### src/rtl/kakacpu_pkg.sv
// Shared types and default widths for the memory arbiter and its helpers.
package kakacpu_pkg;

    localparam int DEF_ADDR_W     = 32;
    localparam int DEF_DATA_W     = 32;
    localparam int DEF_STARVE_MAX = 3;

    // Who owns the memory response arriving in the current cycle.
    typedef enum logic [1:0] {
        OWN_NONE = 2'd0,
        OWN_IF   = 2'd1,
        OWN_D    = 2'd2
    } owner_t;

    // Map this cycle's (mutually exclusive) grants onto the owner encoding.
    function automatic owner_t grant_owner(input logic if_gnt, input logic d_gnt);
        owner_t own;
        own = OWN_NONE;
        if (if_gnt) begin
            own = OWN_IF;
        end else if (d_gnt) begin
            own = OWN_D;
        end
        return own;
    endfunction

endpackage

### src/rtl/arb_starve_ctr.sv
// Counts consecutive data grants taken while a fetch is waiting and flags
// when the fetch side must be given the memory on the next arbitration.
module arb_starve_ctr
    import kakacpu_pkg::*;
#(
    parameter int STARVE_MAX = DEF_STARVE_MAX
) (
    input  logic clk,
    input  logic rst,
    input  logic if_req,
    input  logic if_gnt,
    input  logic d_gnt,
    output logic starve_hit
);

    localparam int CNT_W = (STARVE_MAX < 1) ? 1 : $clog2(STARVE_MAX + 1);
    localparam logic [CNT_W-1:0] CNT_MAX = CNT_W'(STARVE_MAX);

    logic [CNT_W-1:0] cnt_p1;

    // Saturating count of data wins over a pending fetch; any fetch win or an idle fetch side clears it.
    always_ff @(posedge clk or negedge rst) begin
        if (!rst) begin
            cnt_p1 <= '0;
        end else if (!if_req || if_gnt) begin
            cnt_p1 <= '0;
        end else if (d_gnt && (cnt_p1 != CNT_MAX)) begin
            cnt_p1 <= cnt_p1 + CNT_W'(1);
        end
    end

    assign starve_hit = (cnt_p1 == CNT_MAX);

endmodule

### src/rtl/mem_arbiter.sv
// Shares one single-port synchronous memory (1-cycle read latency) between
// the instruction-fetch and data requesters. Data has priority unless the
// fetch side has been starved for STARVE_MAX consecutive data grants.
module mem_arbiter
    import kakacpu_pkg::*;
#(
    parameter int ADDR_W     = DEF_ADDR_W,
    parameter int DATA_W     = DEF_DATA_W,
    parameter int STARVE_MAX = DEF_STARVE_MAX
) (
    input  logic              clk,
    input  logic              rst,
    input  logic              if_req,
    input  logic [ADDR_W-1:0] if_addr,
    output logic              if_gnt,
    input  logic              if_kill,
    output logic              if_rvalid,
    output logic [DATA_W-1:0] if_rdata,
    input  logic              d_req,
    input  logic              d_we,
    input  logic [ADDR_W-1:0] d_addr,
    input  logic [DATA_W-1:0] d_wdata,
    output logic              d_gnt,
    output logic              d_rvalid,
    output logic [DATA_W-1:0] d_rdata,
    output logic              mem_we,
    output logic [ADDR_W-1:0] mem_addr,
    output logic [DATA_W-1:0] mem_wdata,
    input  logic [DATA_W-1:0] mem_rdata
);

    logic   starve_hit;
    logic   if_win;
    logic   d_win;
    owner_t owner_p1;
    logic   kill_p1;

    arb_starve_ctr #(
        .STARVE_MAX (STARVE_MAX)
    ) u_starve (
        .clk        (clk),
        .rst        (rst),
        .if_req     (if_req),
        .if_gnt     (if_win),
        .d_gnt      (d_win),
        .starve_hit (starve_hit)
    );

    // ---- stage p0: arbitration and request mux ----

    // Combinational grant: data first, fetch only when idle data side or starved; masked in reset.
    always_comb begin
        if_win = 1'b0;
        d_win  = 1'b0;
        if (rst) begin
            if (if_req && (!d_req || starve_hit)) begin
                if_win = 1'b1;
            end else if (d_req) begin
                d_win = 1'b1;
            end
        end
    end

    assign if_gnt = if_win;
    assign d_gnt  = d_win;

    // Steer the winner onto the memory port; fetches are always reads, idle port is all-zero.
    always_comb begin
        mem_we    = 1'b0;
        mem_addr  = '0;
        mem_wdata = '0;
        if (if_win) begin
            mem_addr = if_addr;
        end else if (d_win) begin
            mem_we    = d_we;
            mem_addr  = d_addr;
            mem_wdata = d_wdata;
        end
    end

    // ---- stage p1: response ownership (memory data arrives one cycle after grant) ----

    // Remember who owns next cycle's response and whether that fetch was killed as it was granted.
    always_ff @(posedge clk or negedge rst) begin
        if (!rst) begin
            owner_p1 <= OWN_NONE;
            kill_p1  <= 1'b0;
        end else begin
            owner_p1 <= grant_owner(if_win, d_win);
            kill_p1  <= if_kill && if_win;
        end
    end

    // Route memory read data to the owner; a kill now or at grant time drops a fetch response.
    always_comb begin
        if_rvalid = 1'b0;
        if_rdata  = '0;
        d_rvalid  = 1'b0;
        d_rdata   = '0;
        if (rst) begin
            case (owner_p1)
                OWN_IF: begin
                    if (!kill_p1 && !if_kill) begin
                        if_rvalid = 1'b1;
                        if_rdata  = mem_rdata;
                    end
                end
                OWN_D: begin
                    d_rvalid = 1'b1;
                    d_rdata  = mem_rdata;
                end
                default: begin
                end
            endcase
        end
    end

endmodule

### config.mk
export PLATFORM = sky130hd
export DESIGN_NAME = mem_arbiter
export DESIGN_NICKNAME = d
export VERILOG_FILES = /design/src/rtl/kakacpu_pkg.sv /design/src/rtl/arb_starve_ctr.sv /design/src/rtl/mem_arbiter.sv
export SDC_FILE = /design/constraint.sdc
export NUM_CORES = 1
export LEC_CHECK = 0
export BUFFER_PORTS_ARGS = -buffer_cell sky130_fd_sc_hd__clkbuf_2
export CORE_AREA = 2 2 104 106
export DETAILED_ROUTE_END_ITERATION = 12
export DIE_AREA = 0 0 106 108
export SLEW_MARGIN = 20
export SYNTH_ARGS = -nofsm -noshare
export SYNTH_HDL_FRONTEND = slang
export SYNTH_SLANG_ARGS = --single-unit
### constraint.sdc
create_clock -name clk -period 2.13 [get_ports clk]
set_clock_uncertainty 0.05 [all_clocks]
set_input_delay 0.3195 -clock clk [delete_from_list [all_inputs] [get_ports clk]]
set_output_delay 0.3195 -clock clk [all_outputs]
set_load 0.005 [all_outputs]
==> out/metrics.csv, run 1 <==
stage,metric,value,unit
logic_synthesis,Syn Inst Count,286,
floorplanning,DIE HEIGHT,108,um
sta,actual slew at the worst max-slew pin,0.378,ns
logic_synthesis,cell taking the most area after synthesis,o32ai_1,
logic_synthesis,Mapped Area,1850,um2
routing,DRT iter0 DRCs,135,
setup_path,critical path required time,1.76,ns
floorplanning,die area,11400,um2
routing,Detailed Route WL,7910,um
logic_synthesis,#FFs+latches synth,5,
global_routing,total track usage,12.5,%
clock_tree,Post-CTS Setup Bufs,0,
routing,Via Count,2961,
outcome,status,finished clean,
setup_path,Worst path max stage delay,0.39,ns
setup_path,Critical Path Sink Type,output pin,
floorplanning,die width,106,um
sta,RSZ-0062 raised after global routing,false,
placed_design,Setup WS pre-CTS,0.173,ns
setup_path,CP Data Arrival Time,1.66,ns
clock_tree,H-tree levels,1,
sta,Max Freq,0.493,GHz
routing,post-route ant nets,0,
placed_design,IO buf count,266,
sta,final setup violation count,0,
clock_tree,clk buf depth,2,
flow_run,max-cap check violation count,0,
clock_tree,cts bufs inserted,3,
sta,worst setup margin,0.102,ns
clock_tree,CTS tree,done,
routing,via-per-instance ratio,4.42,
power,P per Cell Area,216,nW/um2
floorplanning,Initial Util,18.1,%
finish,Final #Nets,670,
global_routing,vias in the first global route,2673,
clock_tree,CTS sink cnt,5,
worst_hold_path,worst min-delay path class,in2async,
global_routing,largest net degree at the start of global routing,36,
logic_synthesis,Yosys Warn Count,0,
power,Worst VDD drop,0.0000883,V
power,Leak,1.96,nW
clock_tree,latest clock arrival within the worst-skew pair,0.22,ns
setup_path,CP Max Fanout,35,
global_routing,total gr overflow,0,
placed_design,hpwl dp,6500,um
sta,min Tclk post-route,2.03,ns
routing,routed wire length per instance,11.8,um
routing,DRC viols,0,
setup_path,crit path launch type,flop,
routing,drt pass-1 iters,4,
global_routing,initial antenna violation count,0,
sta,Slew headroom,74.8,%
logic_synthesis,sequential area share after synthesis,6.76,%
logic_synthesis,syn nets,421,
floorplanning,Core Box Area,10200,um2
finish,number of diodes,0,
logic_synthesis,Yosys cell types,25,
logic_synthesis,top-area cell type share of the netlist area,15.1,%
finish,share of layout cells above drive strength 1,59.4,%
logic_synthesis,Syn Area/Cell,6.47,um2
logic_synthesis,Synth area leaders,"o32ai_1 15%, nor3b_1 14%, nand2_1 14%, nor3_2 14%, and2_1 11%",
clock_tree,Worst-path clk slew,0.04,ns
sta,Tcrit/Tclk final,95.2,%
sta,Hold Fails Final Rpt,0,
setup_path,Crit-path slowest cell,dfrtp_1,
setup_path,critical-path cell list,"ha_1, and2_1, buf_6, nor3b_1, clkbuf_2",
floorplanning,# IOs,267,
setup_path,critical path class,reg2out,
finish,Layout area overhead,84.7,%
sta,"Slew Viols, Final",0,
floorplanning,row cnt,37,
global_routing,first-pass GRT wire length,11900,um
clock_tree,CTS Root Cell,clkbuf_8,
sta,Sum Neg Setup Slack,0,ns
finish,final core occ,33.4,%
placed_design,placer congestion estimate,0.742,
[metrics by stage]
step | total power [mW] | cell area, um2 | std cells | hold WS (ns)
2_1_floorplan | 0.311 | 1850 | 286 | -0.0261
3_3_place_gp | 0.548 | 3310 | 665 | 0.481
3_5_place_dp | 0.557 | 3310 | 665 | 0.484
4_1_cts | 0.749 | 3400 | 670 | 0.251
5_1_grt | 0.798 | 3420 | 670 | 0.299
6_report | 0.738 | 3420 | 670 | 0.234
[flip-flops by register name, summed over array words and instances, names as in the netlist]
signal and cells:
owner_p1 2, kill_p1 1, u_starve.cnt_p1 2
[power by group]
group,internal [mW],switching (mW)
sequential,0.0991,0.00227
combinational,0.232,0.226
clock,0.129,0.0505
[area by class of cell]
type                            count  area, um2
Multi-Input combinational cell    213       1450
Tap cell                          136        170
Timing Repair Buffer              279       1500
Inverter                           33        124
Fill cell                        1115       6810
Sequential cell                     5        125
Clock buffer                        4       45.0
[per-layer routing]
metal | global-route usage [%] | up-vias | part of all wire, % | wire (um)
met5 | 0 | - | 0 | 0
met4 | 4.04 | 0 | 1.2 | 92
li1 | - | 1474 | - | -
met2 | 26.5 | 156 | 55 | 4360
met3 | 2.23 | 6 | 8.6 | 680
met1 | 12.1 | 1325 | 35 | 2780
[final timing paths]
path / startpoint / end / slack [ns] / depth (start not counted)
worst max-delay path: u_starve.cnt_p1[0] / mem_wdata[1] / 0.10 / 5
worst min register to register: u_starve.cnt_p1[1] / u_starve.cnt_p1[1] / 0.50 / 2
worst max register to register: u_starve.cnt_p1[0] / owner_p1[1] / 0.82 / 4
worst min-delay path: rst / owner_p1[1] / 0.23 / 2
min in group clk: if_kill / kill_p1 / 0.32 / 2
max in group asynchronous: rst / u_starve.cnt_p1[1] / 1.66 / 2
[critical path, delay by kind of cell, from the launching register on]
family                     cells  cell delay (ns)
and+or+nand+nor                2             0.43
buffers and inverters          2             0.33
adders and majority gates      1             0.27
DFF                            1             0.39
[placed cells by master (no fill, tap or decap), types with 4 or more instances in the layout]
cell and count:
nor3_2 25, nor3b_2 4, buf_4 7, o32ai_1 32
dfrtp_1 5, nor2_1 5, and2_1 32, nand2_1 67
nor3b_1 31, buf_12 4, clkbuf_2 266, inv_1 32
[cell families after synthesis]
kind of cell | synth area share (%)
and+or+nand+nor | 59.7
buffers and inverters | 16.6
AOI/OAI and AO/OA | 16.2
DFF | 6.76
adders and majority gates | 0.676
[Yosys cell counts (all sizes together)]
master and count:
clkbuf 21, nor3b 35, a21oi 2, a21bo 1, inv 32, dfrtp 5
o32ai 32, nor2 5, buf 14, nand4b 1, nor2b 1, and3b 1
nand4bb 1, nor3 31, clkinv 1, and2 32, nand2b 2, ha 1
or4b 1, nand2 67
[what timing repair did]
item	CTS	global route
setup endpoints to repair	8	49
endpoints found under the hold margin	0	0
hold buffers	0	0
gates resized for setup	3	5
gates cloned	1	0
Note: power is estimated with default switching activity, not from simulation.
==> run 2: changes to the inputs <==
--- a/config.mk
+++ b/config.mk
@@ -6,9 +6,11 @@
 export NUM_CORES = 1
 export LEC_CHECK = 0
 export BUFFER_PORTS_ARGS = -buffer_cell sky130_fd_sc_hd__clkbuf_2
-export CORE_AREA = 2 2 104 106
+export CORE_AREA = 2 2 103 105
+export CTS_BUF_LIST = sky130_fd_sc_hd__clkbuf_8
 export DETAILED_ROUTE_END_ITERATION = 12
-export DIE_AREA = 0 0 106 108
+export DIE_AREA = 0 0 105 107
+export GPL_TIMING_DRIVEN = 1
 export SLEW_MARGIN = 20
 export SYNTH_ARGS = -nofsm -noshare
 export SYNTH_HDL_FRONTEND = slang
==> constraint.sdc (replaced) <==
create_clock -name clk -period 1.75 [get_ports clk]
set_clock_uncertainty 0.05 [all_clocks]
set_input_delay 0.2625 -clock clk [delete_from_list [all_inputs] [get_ports clk]]
set_output_delay 0.2625 -clock clk [all_outputs]
set_load 0.005 [all_outputs]
==> out/metrics.csv, run 2 (synthesis results as in run 1) <==
stage,metric,value,unit
floorplanning,Initial Util,18.3,%
setup_path,CP Max Fanout,8,
sta,worst setup margin,-0.185,ns
routing,post-route ant nets,0,
global_routing,largest net degree at the start of global routing,67,
clock_tree,clk buf depth,2,
sta,RSZ-0062 raised after global routing,true,
setup_path,Critical Path Sink Type,output pin,
setup_path,crit path launch type,flop,
global_routing,vias in the first global route,2969,
finish,number of diodes,0,
floorplanning,die area,11200,um2
placed_design,hpwl dp,6180,um
floorplanning,die width,105,um
sta,actual slew at the worst max-slew pin,0.264,ns
sta,Hold Fails Final Rpt,0,
clock_tree,Worst-path clk slew,0.04,ns
global_routing,first-pass GRT wire length,14400,um
setup_path,critical path class,reg2out,
sta,min Tclk post-route,1.94,ns
clock_tree,H-tree levels,1,
placed_design,IO buf count,266,
routing,Detailed Route WL,10400,um
floorplanning,DIE HEIGHT,107,um
clock_tree,CTS sink cnt,5,
sta,Max Freq,0.517,GHz
sta,"Slew Viols, Final",0,
floorplanning,Core Box Area,10100,um2
routing,DRC viols,0,
worst_hold_path,worst min-delay path class,in2async,
finish,post-route insts no fill,695,
finish,"most common cell after layout, fill and taps aside",clkbuf_2,
placed_design,placer congestion estimate,0.777,
routing,drt pass-1 iters,4,
finish,Layout area overhead,149,%
finish,leading registers by flop count,"owner_p1: 2 flops, u_starve.cnt_p1: 2 flops, kill_p1: 1 flops",
global_routing,initial antenna violation count,0,
routing,Via Count,3167,
sta,Tcrit/Tclk final,111,%
sta,final setup violation count,121,
routing,via-per-instance ratio,4.56,
clock_tree,latest clock arrival within the worst-skew pair,0.22,ns
clock_tree,cts bufs inserted,3,
finish,Fillers,979,
power,Overall Power,1.11,mW
placed_design,Placed Cells,665,
finish,most frequent cells in the layout,"177 x clkbuf_2, 67 x nand2_1, 66 x buf_2, 33 x inv_1",
finish,Final #Nets,695,
floorplanning,row cnt,37,
power,Leak,2.43,nW
clock_tree,CTS Root Cell,clkbuf_8,
power,P per Cell Area,242,nW/um2
global_routing,total track usage,15.5,%
global_routing,total gr overflow,0,
setup_path,CP Data Arrival Time,1.62,ns
flow_run,max-cap check violation count,0,
outcome,failing checks,negative setup slack,
routing,DRT iter0 DRCs,166,
setup_path,critical path required time,1.44,ns
finish,share of layout cells above drive strength 1,77.8,%
sta,Slew headroom,82.4,%
routing,routed wire length per instance,14.9,um
outcome,status,finished with violations,
floorplanning,# IOs,267,
clock_tree,CTS tree,done,
power,Worst VDD drop,0.000187,V
-- run 2: changes by cell type in the layout (fill, tap and decap cells not counted), sizes merged --
| cell | previous run | this run |
|---|---|---|
| buf | 13 | 121 |
| clkbuf | 270 | 182 |
| a21bo | 1 | 4 |
| dlygate4sd3 | 0 | 1 |
| inv | 32 | 33 |
-- run 2: path summary, 6_finish.rpt --
check	start	to	slack, ns	cells after the start
max	u_starve.cnt_p1[0]	mem_addr[6]	-0.19	7
min	rst	u_starve.cnt_p1[0]	0.28	3
max reg2reg	u_starve.cnt_p1[0]	owner_p1[0]	0.40	6
min reg2reg	u_starve.cnt_p1[0]	u_starve.cnt_p1[0]	0.66	3
max in group asynchronous	rst	owner_p1[0]	1.04	2
min in group clk	if_kill	kill_p1	0.37	3
-- run 2: report_power, final --
group	internal [mW]	switching, mW	total [mW]
clock network	0.150	0.0562	0.207
logic	0.414	0.370	0.785
registers	0.121	0.00311	0.124
total	0.685	0.430	1.11
-- run 2: worst max-delay path, cell delays in order, from the launching register on --
cell	delay (ns)
dfrtp_1	0.40
ha_4	0.19
buf_6	0.12
nor2b_4	0.19
buf_6	0.14
buf_12	0.14
o32ai_4	0.08
buf_2	0.14
-- run 2: through the flow --
step	hold WS [ns]	setup TNS [ns]	worst slack, ns	area, um2	utilization, %
floorplan	-0.0831	0	0.109	1850	-
global placement	0.0635	-2.09	-0.114	3360	33.3
detailed placement	0.0644	-3.90	-0.141	3360	33.3
CTS	0.296	-12.43	-0.195	4320	42.8
global route	0.341	-19.43	-0.246	4610	45.7
finish	0.280	-11.70	-0.185	4610	45.7
-- run 2: final cells by class --
| type | instances | area, um2 | share of cell area, % |
|---|---|---|---|
| clock inverters | 1 | 3.75 | 0.0813 |
| multi-input cells | 216 | 2070 | 44.8 |
| inverters | 33 | 124 | 2.68 |
| flip-flops and latches | 5 | 125 | 2.71 |
| well taps | 136 | 170 | 3.69 |
| clock buffers | 3 | 41.3 | 0.895 |
| repair buffers | 301 | 2080 | 45.1 |
-- run 2: repair_timing --
item,CTS,global route
endpoints found under the hold margin,3,0
pin swaps,61,36
buffers inserted,9,5
gates resized for setup,91,142
gates cloned,13,3
hold buffers,1,0
setup endpoints to repair,99,125
-- run 2: layer usage --
layer	vias to the layer above	share of wire, %	GRT usage (%)
met5	-	0	0
met4	0	1.3	2.67
met3	12	7.2	2.61
met2	164	56	32.0
met1	1453	35	16.4
li1	1538	-	-
==> run 3: changes to the inputs <==
==> constraint.sdc (replaced) <==
create_clock -name clk -period 1.7 [get_ports clk]
set_clock_uncertainty 0.05 [all_clocks]
set_input_delay 0.255 -clock clk [delete_from_list [all_inputs] [get_ports clk]]
set_output_delay 0.255 -clock clk [all_outputs]
set_load 0.005 [all_outputs]
==> out/metrics.csv, run 3 (synthesis results as in run 1) <==
stage,metric,value,unit
floorplanning,# IOs,267,
routing,routed wire length per instance,14.2,um
sta,worst setup margin,-0.234,ns
clock_tree,latest clock arrival within the worst-skew pair,0.22,ns
placed_design,hpwl dp,6200,um
routing,drt pass-1 iters,4,
global_routing,total track usage,15.2,%
power,Worst VDD drop,0.000176,V
routing,post-route ant nets,0,
clock_tree,CTS Root Cell,clkbuf_8,
placed_design,IO buf count,266,
sta,Slew headroom,82.8,%
setup_path,Worst path max stage delay,0.39,ns
power,P per Cell Area,249,nW/um2
setup_path,CP most frequent cell,buf_6,
clock_tree,cts bufs inserted,3,
routing,DRT iter0 DRCs,109,
placed_design,placer congestion estimate,0.783,
sta,Max Freq,0.517,GHz
placed_design,DP Area,3380,um2
clock_tree,CTS tree,done,
finish,most frequent cells in the layout,"174 x clkbuf_2, 78 x buf_2, 67 x nand2_1, 33 x nor3b_2, 33 x inv_1",
global_routing,initial antenna violation count,0,
clock_tree,H-tree levels,1,
placed_design,Setup WS pre-CTS,-0.183,ns
floorplanning,DIE HEIGHT,107,um
setup_path,CP Data Arrival Time,1.63,ns
clock_tree,clk buf depth,2,
finish,Layout area overhead,146,%
sta,final setup violation count,115,
routing,DRC viols,0,
clock_tree,Worst-path clk slew,0.04,ns
routing,Detailed Route WL,9950,um
floorplanning,row cnt,37,
global_routing,vias in the first global route,2954,
floorplanning,Initial Util,18.3,%
power,Leak,2.43,nW
setup_path,Critical Path Sink Type,output pin,
sta,actual slew at the worst max-slew pin,0.258,ns
setup_path,RR Startpoint,u_starve.cnt_p1[0],
setup_path,R2R cell count,7,
finish,"most common cell after layout, fill and taps aside",clkbuf_2,
setup_path,FF-to-FF setup slack,0.29,ns
floorplanning,die area,11200,um2
floorplanning,Core Box Area,10100,um2
sta,Hold Fails Final Rpt,0,
floorplanning,die width,105,um
sta,Tcrit/Tclk final,114,%
setup_path,crit path launch type,flop,
outcome,failing checks,negative setup slack,
global_routing,total gr overflow,0,
sta,hold slack,0.279,ns
sta,min Tclk post-route,1.93,ns
setup_path,reg-to-reg endpoint,kill_p1,
sta,"Slew Viols, Final",0,
setup_path,Crit-path slowest cell,dfrtp_1,
finish,final core occ,45.2,%
setup_path,critical path class,reg2out,
finish,Final #Nets,699,
sta,RSZ-0062 raised after global routing,true,
global_routing,largest net degree at the start of global routing,67,
global_routing,first-pass GRT wire length,14100,um
routing,Via Count,3155,
finish,leading registers by flop count,"owner_p1: 2 flops, u_starve.cnt_p1: 2 flops, kill_p1: 1 flops",
routing,via-per-instance ratio,4.51,
finish,number of diodes,0,
setup_path,CP Max Fanout,8,
finish,share of layout cells above drive strength 1,76.4,%
flow_run,max-cap check violation count,0,
sta,Sum Neg Setup Slack,-17.00,ns
finish,final instance area,4560,um2
clock_tree,CTS sink cnt,5,
setup_path,critical path required time,1.39,ns
worst_hold_path,worst min-delay path class,in2async,
setup_path,critical-path cell list,"ha_4, buf_6, nor2b_4, buf_6, buf_12, o32ai_2, clkbuf_2",
outcome,status,finished with violations,
-- run 3: cell count changes in the layout (fill, tap and decap cells not counted), moves of 2 or more --
cell and delta:
buf_2 +12, and2_1 +8, and2_4 -8, buf_6 -8, buf_4 +3, clkbuf_2 -3, nor3b_2 +3, nor3b_4 -3
nor3_2 -2, o32ai_2 -2
-- run 3: critical path: cells and delay by family (launching register included) --
family | cells | cell delay, ns
compound gates | 1 | 0.27
fa+ha+maj | 1 | 0.18
buf+inv | 4 | 0.52
flops | 1 | 0.39
simple gates | 1 | 0.04
-- run 3: cell type report --
type                       instances  area, um2
fill                             968       5530
timing repair buffer             305       2050
sequential                         5        125
multi-input combinational        216       2040
clock buffer                       3       41.3
tap                              136        170
inverter                          33        124
clock inverter                     1       3.75
-- run 3: where the power goes --
part	switching (mW)	leakage, nW	internal [mW]
registers	0.00343	0.0673	0.124
clock network	0.0583	0.0269	0.155
logic	0.375	2.33	0.418
-- run 3: what timing repair did --
action,4_1_cts,5_1_grt
buffers inserted,9,11
gates resized for setup,88,139
endpoints found under the hold margin,3,0
hold buffers,1,0
setup endpoints to repair,101,131
pin swaps,45,34
cloned,14,2
-- run 3: layer usage --
| layer | wire length [um] | GRT usage (%) |
|---|---|---|
| met5 | 0 | 0 |
| met4 | 104 | 2.57 |
| met3 | 763 | 3.04 |
| met2 | 5560 | 31.4 |
| met1 | 3520 | 15.6 |
-- run 3: worst max-delay path by stage --
| stage | from | cells after the start | end | slack (ns) |
|---|---|---|---|---|
| final | u_starve.cnt_p1[0] | 7 | mem_addr[20] | -0.23 |
| after global routing | u_starve.cnt_p1[0] | 7 | mem_addr[1] | -0.28 |
| after CTS | kill_p1 | 4 | if_rdata[25] | -0.27 |
| after detailed placement | kill_p1 | 4 | if_rdata[1] | -0.18 |
| after global placement | kill_p1 | 4 | if_rdata[0] | -0.17 |
| after floorplan | u_starve.cnt_p1[0] | 5 | mem_wdata[0] | 0.07 |
-- run 3: stage by stage --
| step | cells | total power [mW] |
|---|---|---|
| floorplan | 286 | 0.389 |
| global placement | 667 | 0.695 |
| detailed placement | 667 | 0.708 |
| CTS | 695 | 1.08 |
| global route | 699 | 1.22 |
| finish | 699 | 1.13 |
